`config.mk`:
```
export PLATFORM = sky130hd
export DESIGN_NAME = geri_yazma_birimi
export DESIGN_NICKNAME = d
export VERILOG_FILES = /design/src/rtl/geri_yazma_birimi.sv
export SDC_FILE = /design/constraint.sdc
export NUM_CORES = 1
export LEC_CHECK = 0
export ABC_CLOCK_PERIOD_IN_PS = 4000
export BUFFER_PORTS_ARGS = -buffer_cell sky130_fd_sc_hd__buf_4
export CAP_MARGIN = 5
export CORE_UTILIZATION = 40
export DETAILED_ROUTE_END_ITERATION = 6
export PLACE_DENSITY = 0.7
export SYNTH_ARGS = -nofsm -noshare
export SYNTH_HDL_FRONTEND = slang
export SYNTH_SLANG_ARGS = --single-unit
```
`constraint.sdc`:
```
create_clock -name clk_i -period 4 [get_ports clk_i]
set_input_delay 0.8 -clock clk_i [delete_from_list [all_inputs] [get_ports clk_i]]
set_output_delay 0.8 -clock clk_i [all_outputs]
set_load 0.05 [all_outputs]
```
`src/rtl/geri_yazma_birimi.sv`:
```
// Write-back collector: arbitrates the single register-file write port between
// memory loads, queued AMB results and directly bypassed AMB results.
module geri_yazma_birimi #(
    parameter int DERINLIK        = 2,
    parameter int VERI_GENISLIGI  = 32,
    parameter int HEDEF_GENISLIGI = 5
) (
    input  logic                         clk_i,
    input  logic                         rst_i,
    input  logic                         amb_gecerli_i,
    input  logic [VERI_GENISLIGI-1:0]    amb_sonuc_i,
    input  logic [HEDEF_GENISLIGI-1:0]   amb_hedef_i,
    input  logic                         bellek_gecerli_i,
    input  logic [VERI_GENISLIGI-1:0]    bellek_veri_i,
    input  logic [HEDEF_GENISLIGI-1:0]   bellek_hedef_i,
    output logic                         durdur_o,
    output logic                         yaz_gecerli_o,
    output logic [HEDEF_GENISLIGI-1:0]   yaz_adres_o,
    output logic [VERI_GENISLIGI-1:0]    yaz_veri_o,
    output logic [$clog2(DERINLIK):0]    bekleyen_sayisi_o
);

    localparam int PW = $clog2(DERINLIK);
    localparam int SW = PW + 1;

    typedef enum logic [1:0] {
        KAYNAK_YOK,
        KAYNAK_BELLEK,
        KAYNAK_FIFO,
        KAYNAK_AMB
    } kaynak_e;

    logic [VERI_GENISLIGI-1:0]  r_veri_mem  [DERINLIK];
    logic [HEDEF_GENISLIGI-1:0] r_hedef_mem [DERINLIK];
    logic [PW-1:0]              r_oku_ptr;
    logic [PW-1:0]              r_yaz_ptr;
    logic [SW-1:0]              r_sayac;

    logic                       r_yaz_gecerli;
    logic [HEDEF_GENISLIGI-1:0] r_yaz_adres;
    logic [VERI_GENISLIGI-1:0]  r_yaz_veri;

    logic    w_dolu;
    logic    w_bos;
    logic    w_amb_kabul;
    logic    w_amb_yazilir;
    logic    w_yukle;
    logic    w_enq;
    logic    w_deq;
    kaynak_e w_kaynak;

    assign w_dolu  = (r_sayac == SW'(DERINLIK));
    assign w_bos   = (r_sayac == '0);

    // A result re-presented while stalled is never accepted, so no duplicate write.
    assign w_amb_kabul   = amb_gecerli_i && !w_dolu;
    assign w_amb_yazilir = w_amb_kabul && (amb_hedef_i != '0);
    assign w_yukle       = bellek_gecerli_i && (bellek_hedef_i != '0);

    // Bypass only on an empty FIFO keeps AMB results in acceptance order.
    // NOTE: always_comb assigns a default first so no path can infer a latch.
    always_comb begin
        w_kaynak = KAYNAK_YOK;
        if (w_yukle) begin
            w_kaynak = KAYNAK_BELLEK;
        end else if (!w_bos) begin
            w_kaynak = KAYNAK_FIFO;
        end else if (w_amb_yazilir) begin
            w_kaynak = KAYNAK_AMB;
        end
    end

    assign w_deq = (w_kaynak == KAYNAK_FIFO);
    assign w_enq = w_amb_yazilir && (w_kaynak != KAYNAK_AMB);

    // NOTE: state uses non-blocking assignments so every flop samples pre-edge values.
    always_ff @(posedge clk_i or posedge rst_i) begin
        if (rst_i) begin
            r_oku_ptr <= '0;
            r_yaz_ptr <= '0;
            r_sayac   <= '0;
        end else begin
            if (w_enq) begin
                r_yaz_ptr <= r_yaz_ptr + PW'(1);
            end
            if (w_deq) begin
                r_oku_ptr <= r_oku_ptr + PW'(1);
            end
            case ({w_enq, w_deq})
                2'b10:   r_sayac <= r_sayac + SW'(1);
                2'b01:   r_sayac <= r_sayac - SW'(1);
                default: r_sayac <= r_sayac;
            endcase
        end
    end

    // NOTE: storage has no reset; the pointers and count alone define which entries are live.
    always_ff @(posedge clk_i) begin
        if (w_enq) begin
            r_veri_mem[r_yaz_ptr]  <= amb_sonuc_i;
            r_hedef_mem[r_yaz_ptr] <= amb_hedef_i;
        end
    end

    always_ff @(posedge clk_i or posedge rst_i) begin
        if (rst_i) begin
            r_yaz_gecerli <= 1'b0;
            r_yaz_adres   <= '0;
            r_yaz_veri    <= '0;
        end else begin
            r_yaz_gecerli <= (w_kaynak != KAYNAK_YOK);
            case (w_kaynak)
                KAYNAK_BELLEK: begin
                    r_yaz_adres <= bellek_hedef_i;
                    r_yaz_veri  <= bellek_veri_i;
                end
                KAYNAK_FIFO: begin
                    r_yaz_adres <= r_hedef_mem[r_oku_ptr];
                    r_yaz_veri  <= r_veri_mem[r_oku_ptr];
                end
                KAYNAK_AMB: begin
                    r_yaz_adres <= amb_hedef_i;
                    r_yaz_veri  <= amb_sonuc_i;
                end
                default: begin
                    r_yaz_adres <= r_yaz_adres;
                    r_yaz_veri  <= r_yaz_veri;
                end
            endcase
        end
    end

    assign durdur_o          = w_dolu;
    assign yaz_gecerli_o     = r_yaz_gecerli;
    assign yaz_adres_o       = r_yaz_adres;
    assign yaz_veri_o        = r_yaz_veri;
    assign bekleyen_sayisi_o = r_sayac;

endmodule

```
* Word level (Yosys, flattened, before mapping)
Memories as Yosys holds them, arrays and structs flattened.
Index checks and enable logic that the tools add are counted.
** Storage, ports and cells
- Output and inout port bits :: 41
- Register bits :: 42
- Bits in writable memories :: 74
- Logic and storage cells :: 38
- Memories kept :: 2
** Operators by class
- Add/subtract/negate cells :: 4
- Reductions and logical operators :: 11
- Mux-type cells :: 8
- Equality and inequality tests :: 7
** Memory list
- r_veri_mem :: words 2, width 32, read ports 1, clocked after Yosys merged registers in 0, wr ports 1, RTL line 33 : logic [VERI_GENISLIGI-1:0] r_veri_mem [DERINLIK];
- r_hedef_mem :: words 2, width 5, read ports 1, clocked after Yosys merged registers in 0, wr ports 1, RTL line 34 : logic [HEDEF_GENISLIGI-1:0] r_hedef_mem [DERINLIK];
** Operator list (count)
- $pmux 32 s3 :: 1
- $pmux 5 s3 :: 1
- $reduce_bool 5->1 :: 2
- $eq 2x2->1 const B :: 4
- $mux 2 :: 3
- $eq 2x1->1 const B :: 2
- $logic_and 1x1->1 :: 4
- $pmux 2 s2 :: 1
- $reduce_bool 2->1 :: 2
- $reduce_bool 3->1 :: 1
- $add 1x1->1 const B :: 2
- $add 2x1->2 const B :: 1
- $logic_not 2->1 :: 1
- $mux 1 :: 2
- $ne 2x2->1 const B :: 1
- $sub 2x1->2 const B :: 1
- $logic_not 1->1 :: 1

* Longest topological paths before layout
Gate-level depths: netlist of the first run.
- Word-level depth :: 11
- Mapped depth :: 8

* Worst setup path after synthesis of the first run
No wires, ideal clock.
- Path type :: input port to flip-flop
- Start :: input amb_hedef_i[0]
- End :: memory r_hedef_mem[0][0], enable pin
- Arrival time :: 3040 ps
- Slack :: 529 ps
- Path buffers :: 1
- Stages :: 5
- Cell sequence :: or3_1 o311ai_4 buf_2 a21o_1 nor2_1
** On the way
- Cells in the longest elaborated chain, start to end :: 9
** RTL lines
- start, declared :: RTL line 12 : input logic [HEDEF_GENISLIGI-1:0] amb_hedef_i,
- $reduce_bool 5->1 (*) :: RTL line 57 : assign w_amb_yazilir = w_amb_kabul && (amb_hedef_i != '0);
- $logic_and 1x1->1 (*) :: RTL line 57
- $mux 2 :: RTL line 68 : end else if (w_amb_yazilir) begin
- $mux 2 :: RTL line 66 : end else if (!w_bos) begin
- $mux 2 :: RTL line 64 : if (w_yukle) begin
- $ne 2x2->1 :: RTL line 74 : assign w_enq = w_amb_yazilir && (w_kaynak != KAYNAK_AMB);
- $logic_and 1x1->1 (*) :: RTL line 74
- $mux 1 (*) :: RTL line 99 : if (w_enq) begin
- $mux 1 (not written as such) (*) :: RTL line 101 : r_hedef_mem[r_yaz_ptr] <= amb_hedef_i;
- end, declared :: RTL line 34
Mark *: on every way between the ends. The rest lies on a longest branch, timed or not.

* Worst setup path in the final report of the first run
- Start :: input bellek_hedef_i[2]
- End :: register r_yaz_veri[11] (netlist: yaz_veri_o[11])
** On the way
- Cells in the longest elaborated chain, start to end :: 5
- Elaborated cells on any way between the ends :: 8
** RTL lines
- start, declared :: RTL line 15 : input logic [HEDEF_GENISLIGI-1:0] bellek_hedef_i,
- $reduce_bool 5->1 (*) :: RTL line 58 : assign w_yukle = bellek_gecerli_i && (bellek_hedef_i != '0);
- $logic_and 1x1->1 (*) :: RTL line 58
- $mux 2 (*) :: RTL line 64
- $eq 2x2->1 or $eq 2x1->1 (tied branches) :: RTL line 112 : case (w_kaynak)
- $pmux 32 s3 or $reduce_bool 3->1 (tied branches)
- end signal, assigned :: RTL line 115 : r_yaz_veri <= bellek_veri_i;
- end signal, assigned :: RTL line 119 : r_yaz_veri <= r_veri_mem[r_oku_ptr];
- end signal, assigned :: RTL line 123 : r_yaz_veri <= amb_sonuc_i;
- end, declared :: RTL line 41 : logic [VERI_GENISLIGI-1:0] r_yaz_veri;
Marked as above.
A chain may end at the register's enable or synchronous reset.

==> metrics.md, run 1 <==
| Metric | Value |
|---|---|
| Status | `finished, final reports clean` |
| Setup TNS | `0 ns` |
| Vias in the first global route | `3738` |
| Initial antenna violation count | `0` |
| Yosys reg bits | `116` |
| Die width | `between 100 and 150 um` |
| Total Power | `slightly below 6000 uW` |
| Async SR Flop Fraction | `36.2%` |
| WL final | `between 10000 and 15000 um` |
| Slew HR | `21.9%` |
| Drt initial violations | `164` |
| Net count after synthesis | `435` |
| Post-synth top flop | `edfxtp_1` |
| Setup-failing EPs final | `0` |
| Max stage delay on crit path | `between 0.5 and 0.6 ns` |
| # nets final | `553` |
| Inserted Clock Buffers | `17` |
| Port Buffers | `between 100 and 150` |
| Synthesized area | `slightly above 5000 um2` |
| Gate Count Post-Synth | `356` |
| Top-level I/O count | `119` |
| Crit. End Element | `flop` |
| Final max-slew violation count | `0` |
| Largest cells by area after synthesis | `edfxtp_1 43%, dfrtp_1 20%, mux2i_1 7.0%` |
| DP Worst Slack | `0.841 ns` |
| # H-tree levels | `4` |
| Slowest library cell on the worst path | `or4_1` |
| Fillers | `1046` |
| Post-synthesis sequential area ratio | `63.5%` |
| HP Class | `flop to flop` |
| Util after Layout | `54.4%` |
| Netlist cell types | `39` |
| Placeable Area | `12600 um2` |
| TritonCTS clock tree | `yes` |
| Post-synth top area cell | `edfxtp_1` |
| CP delay by family, top | `simple AND/OR/NAND/NOR gates` |
| Synthesis Warnings | `0` |
| Worst Slack Setup Final | `1.27 ns` |
| # hold bufs at CTS | `0` |
| Die Y | `116 um` |
| Die area | `~13000 um2` |
| Leak pwr | `0.00282 uW` |
| Antenna cell count | `0` |
| Vias | `3455` |
| Layout cell share with drive strength beyond 1 | `36.8%` |
| Clk sink count | `116` |
| Remaining Overflow, GRT | `0` |
| Critical path arrival | `approximately 3 ns` |
| MaxCap Viol Count | `0` |
| ANT nets after route | `0` |
| Crit path required time | `4.28 ns` |
| Worst-path fanout max | `37` |
| Final min period | `2.73 ns` |
| # DRC | `0` |
| Final Skew | `0.00891 ns` |
| Startpoint Class | `input pin` |
| Starting Density | `41.0%` |
| Max IR drop VDD | `0.000321 V` |
| Routed len/inst | `about 18 um` |
| Pin count of the biggest net entering global routing | `43` |
| Total track usage | `19.5%` |
| Resized cells post-CTS | `0` |
| Gp weighted congestion | `0.755` |
| Fin. Hold Viols | `0` |
| RSZ-0062 raised after global routing | `false` |
| Peak Freq | `367 MHz` |
| Clock slew at reported path FFs | `around 0.050 ns` |
| Worst-path cell chain | `buf_4, or4_1, o21ai_4, nand3_4, mux2_4` |
| Root Driver | `clkbuf_16` |
| Placement Rows | `41` |
| Clock Latency Late Sink | `0.40 ns` |
| Final Cycle Share | `approximately two thirds` |
| First-pass GRT wire length | `around 19000 um` |
| P&R area growth vs syn | `32.5%` |
| Crit path buf inv count | `1` |
| Post-synth EDFFs | `74` |
| Critical path type | `input pin to flop` |
| Top cell type's share of synthesized area | `43.1%` |
| Post-DP HPWL | `7810 um` |
| Slew at the pin closest to its max-slew limit | `1.17 ns` |
| Clk buf depth | `2` |
| Setup bufs post-CTS | `0` |
| PD cells | `844 nW/um2` |
| Drt via density | `5.24` |
| Syn_area_per_cell | `roughly 14 um2` |
| Pre-antenna DRT Iters | `4` |
cell usage after synthesis, drive strengths merged (4+ instances only):
cell type and number:
a21boi 17, a21oi 16, a2bb2oi 4, buf 13
clkbuf 14, dfrtp 42, edfxtp 74, mux2 31
mux2i 36, nand2 24, nor2 5, nor3 15
o22a 17, o311a 17
metal layers:
| metal | vias to the layer above | track usage [%] | share of wire (%) |
|---|---|---|---|
| li1 | 1622 | - | - |
| met1 | 1733 | 23.7 | 43 |
| met2 | 89 | 33.3 | 51 |
| met3 | 11 | 4.81 | 4.6 |
| met4 | 0 | 7.88 | 1.2 |
| met5 | - | 0 | 0 |
stage by stage:
step           std cells  instance area (um2)  hold slack [ns]
3_3_place_gp         627                 6200            0.498
3_5_place_dp         627                 6200            0.498
4_1_cts              659                 6830            0.510
2_1_floorplan        356                 5160            0.468
6_report             659                 6830            0.508
5_1_grt              659                 6830            0.537
final timing paths:
path | endpoint | slack [ns] | from | depth (start not counted)
max | yaz_veri_o[11] | 1.27 | bellek_hedef_i[2] | 5
max reg2reg | r_veri_mem[0][30] | 1.58 | bekleyen_sayisi_o[0] | 4
min reg2reg | yaz_veri_o[17] | 0.51 | yaz_veri_o[17] | 1
min | yaz_veri_o[17] | 0.51 | yaz_veri_o[17] | 1
min in group asynchronous | yaz_veri_o[20] | 0.64 | rst_i | 2
max in group asynchronous | r_oku_ptr | 2.66 | rst_i | 2
layout by cell type, fill, tap and decap left out, drive strengths merged, types with 17 or more instances in the layout:
master	count
o311a	17
clkbuf	23
mux2i	36
a21boi	17
mux2	31
nand2	24
buf	126
o22a	17
dfrtp	42
edfxtp	74
where the power goes:
part / leakage [uW] / switching (uW) / internal, uW
combinational: 0.00135 / 1470 / 829
clock: 0.000303 / 500 / 1090
sequential: 0.00117 / 199 / 1680
total: 0.00282 / 2170 / 3600
flip-flops by register name, indices dropped and copies added (netlist names):
signal             count
r_yaz_ptr              1
r_oku_ptr              1
yaz_veri_o            32
r_veri_mem            64
yaz_adres_o            5
bekleyen_sayisi_o      2
r_hedef_mem           10
yaz_gecerli_o          1
layout make-up:
cell class / count / area, um2 / share of cell area [%]
Clock buffer: 23 / 478 / 7.00
Tap cell: 172 / 215 / 3.15
Clock inverter: 9 / 150 / 2.20
Multi-Input combinational cell: 210 / 1760 / 25.7
Timing Repair Buffer: 126 / 946 / 13.8
Sequential cell: 116 / 3270 / 47.9
Inverter: 3 / 11.3 / 0.165
cell families after synthesis:
group / Yosys count / synth area share [%]
xor gates and xnor gates: 5 / 0.849
DFF: 116 / 63.5
muxes: 67 / 14.3
AOI/OAI and AO/OA: 85 / 13.4
adders and majority gates: 1 / 0.243
buffers and inverters: 30 / 2.89
and+or+nand+nor: 52 / 4.78
Power figures use the tool's default switching activity.
==> run 2, diff against run 1 <==
--- a/config.mk
+++ b/config.mk
@@ -5,7 +5,7 @@
 export SDC_FILE = /design/constraint.sdc
 export NUM_CORES = 1
 export LEC_CHECK = 0
-export ABC_CLOCK_PERIOD_IN_PS = 4000
+export ABC_CLOCK_PERIOD_IN_PS = 2550
 export BUFFER_PORTS_ARGS = -buffer_cell sky130_fd_sc_hd__buf_4
 export CAP_MARGIN = 5
 export CORE_UTILIZATION = 40
==> constraint.sdc (replaced) <==
create_clock -name clk_i -period 2.55 [get_ports clk_i]
set_input_delay 0.51 -clock clk_i [delete_from_list [all_inputs] [get_ports clk_i]]
set_output_delay 0.51 -clock clk_i [all_outputs]
set_load 0.05 [all_outputs]
==> run 2 against run 1 <==
Net effect: cell area increased by 0.73%; sequential cell count did not move; critical path type is now flop to flop; worst setup slack lost 1.0 ns; combinational power rose by 59%; largest cell class unchanged; non-clock buffer count up 6; hold slack lost 0.49 ns; register-to-register slack worse by 1.3 ns; clock-buffer cell count decreased by 6; via count is 0.55% higher; clock skew grew 0.00080 ns.
==> metrics.md, run 2 (synthesis results as in run 1) <==
| Metric | Value |
|---|---|
| Clock slew at reported path FFs | `0.06 ns (about the same)` |
| Critical path type | `flop to flop` |
| Inserted Clock Buffers | `17 (unchanged)` |
| Port Buffers | `118 (unchanged)` |
| Die area | `13300 um2 (unchanged)` |
| Drt via density | `5.22 (-0.36%)` |
| # hold bufs at CTS | `0 (unchanged)` |
| Worst Slack Setup Final | `0.242 ns (-1.03 ns)` |
| Vias in the first global route | `3725 (-0.35%)` |
| # DRC | `0 (unchanged)` |
| Root Driver | `clkbuf_16` |
| Worst-path fanout max | `37 (unchanged)` |
| Clk buf depth | `2 (unchanged)` |
| Startpoint Class | `flop` |
| Pre-antenna DRT Iters | `6 (+2)` |
| Clock Latency Late Sink | `0.41 ns (about the same)` |
| Max FFs per register | `64 (unchanged)` |
| Max IR drop VDD | `0.000625 V (+95%)` |
| Post-DP HPWL | `8010 um (+2.6%)` |
| Routed len/inst | `18.8 um (+2.2%)` |
| Max stage delay on crit path | `0.89 ns (+0.31 ns)` |
| Layout cell share with drive strength beyond 1 | `37.9% (+1.2 points)` |
| PD cells | `1310 nW/um2 (+56%)` |
| Critical path arrival | `2.33 ns (-0.68 ns)` |
| Slew at the pin closest to its max-slew limit | `1.14 ns (-0.0324 ns)` |
| Die width | `116 um (unchanged)` |
| Worst-path cell chain | `nand2b_1, o311ai_4, a21o_1, nor2_4` |
| Initial antenna violation count | `0 (unchanged)` |
| # H-tree levels | `4 (unchanged)` |
| TritonCTS clock tree | `yes` |
| Commonest non-fill, non-tap cell in the layout | `buf_4` |
| WL final | `12500 um (+3.2%)` |
| Drt initial violations | `132 (-20%)` |
| Starting Density | `41.0% (unchanged)` |
| Internal Power | `5520 uW (+53%)` |
| Top-level I/O count | `119 (unchanged)` |
| Crit path required time | `2.57 ns (-1.71 ns)` |
| Resized cells post-CTS | `0 (unchanged)` |
| Final Skew | `0.00971 ns (+0.000800 ns)` |
| Most flops, register | `r_veri_mem` |
| Commonest non-fill, non-tap cells in the layout | `130 x buf_4, 74 x edfxtp_1, 41 x dfrtp_1, 36 x mux2i_1, 24 x nand2_1` |
| Fin. Hold Viols | `0 (unchanged)` |
| Critical path origin | `bekleyen_sayisi_o[0]` |
| Switching Fraction | `39.0% (+1.4 points)` |
| Pin count of the biggest net entering global routing | `58 (+35%)` |
| Net switching power | `3530 uW (+63%)` |
| Vias | `3474 (+0.55%)` |
| Worst r2r src | `bekleyen_sayisi_o[0]` |
| First-pass GRT wire length | `20000 um (+3.6%)` |
| Leak pwr | `0.00284 uW (+0.83%)` |
| MaxCap Viol Count | `0 (unchanged)` |
| CP delay by family, top | `simple AND/OR/NAND/NOR gates` |
| Status | `finished, final reports clean` |
| Placeable Area | `12600 um2 (unchanged)` |
| HP Class | `input pin to asynchronous set/reset pin` |
| Register share of total power | `32.7% (about the same)` |
| Slew HR | `24.0% (+2.2 points)` |
| Crit path buf inv count | `0 (-1)` |
| Comb pwr share | `40.4% (+0.6 points)` |
| Clk sink count | `116 (unchanged)` |
| P&R area growth vs syn | `33.5%` |
| Slowest library cell on the worst path | `nor2_4` |
| ANT nets after route | `0 (unchanged)` |
| Final max-slew violation count | `0 (unchanged)` |
| Final min period | `2.31 ns` |
| Final Cycle Share | `90.5%` |
| Setup-failing EPs final | `0 (unchanged)` |
| DP Worst Slack | `0.0350 ns (-0.806 ns)` |
| Antenna cell count | `0 (unchanged)` |
| Peak Freq | `about 430 MHz` |
| Placement Rows | `41 (unchanged)` |
| Gp weighted congestion | `0.765 (+1.4%)` |
| RSZ-0062 raised after global routing | `false` |
| Remaining Overflow, GRT | `0 (unchanged)` |
| Total Power | `9050 uW (+57%)` |
| Clock power frac | `26.9% (-0.6 points)` |
| Die Y | `116 um (unchanged)` |
| # nets final | `559 (+1.1%)` |
| Total track usage | `20.5% (+0.99 points)` |
| Flop-to-flop setup slack | `0.24 ns (-1.34 ns)` |
| Crit. End Element | `flop` |
| Setup bufs post-CTS | `0 (unchanged)` |
run 2: cell types whose count changed in the layout (fill, tap and decap cells not counted):
| cell | delta |
|---|---|
| buf_12 | +2 |
| buf_4 | +4 |
| bufinv_16 | -1 |
| clkbuf_1 | -3 |
| clkbuf_8 | -3 |
| clkinv_1 | +1 |
| clkinv_2 | -2 |
| clkinv_4 | +5 |
| clkinvlp_4 | +1 |
| inv_6 | +2 |
run 2: worst register-to-register path, delay by kind of cell (launching register included):
family,cells,cell delay (ns)
AND/OR/NAND/NOR,2,1.12
AO/OA/AOI/OAI,2,0.44
flip-flops,1,0.36
run 2: metrics by stage:
step           cells  instance area (um2)  TNS, ns  utilization (%)  hold WS (ns)
2_1_floorplan    356                 5160   -22.08                -         0.486
3_3_place_gp     633                 6270        0             49.9         0.453
3_5_place_dp     633                 6270        0             49.9         0.457
4_1_cts          665                 6880        0             54.8        0.0128
5_1_grt          665                 6880        0             54.8        0.0180
6_report         665                 6880        0             54.8        0.0146
run 2: layout make-up:
type                       count  area (um2)
clock buffer                  17         425
clock inverter                15         183
fill                        1056        5690
inverter                       3        11.3
multi-input combinational    210        1760
sequential                   116        3270
tap                          172         215
timing repair buffer         132        1020
run 2: path summary, 6_finish.rpt:
kind / endpoint / cells past startpoint
max: r_veri_mem[0][10] / 4
min: yaz_veri_o[27] / 2
max reg2reg: r_veri_mem[0][10] / 4
min reg2reg: yaz_veri_o[24] / 1
max in group asynchronous: r_oku_ptr / 3
min in group clk_i: r_veri_mem[0][20] / 1
run 2: per-layer routing:
layer	routed length (um)	global-route usage, %	part of all wire, %	vias to the layer above
met5	0	0	0	-
met4	267	9.70	2.1	0
met3	439	4.03	3.5	22
met2	6560	35.2	52	79
met1	5250	24.9	42	1732
li1	-	-	-	1641
run 2: power groups by stage:
stage | sequential (uW) | clock [uW] | combinational (uW)
2_1_floorplan | 3870 | 0 | 1670
3_3_place_gp | 2960 | 0 | 3630
3_5_place_dp | 2990 | 0 | 3680
4_1_cts | 2960 | 2460 | 3690
5_1_grt | 3020 | 2560 | 3920
6_report | 2960 | 2430 | 3660
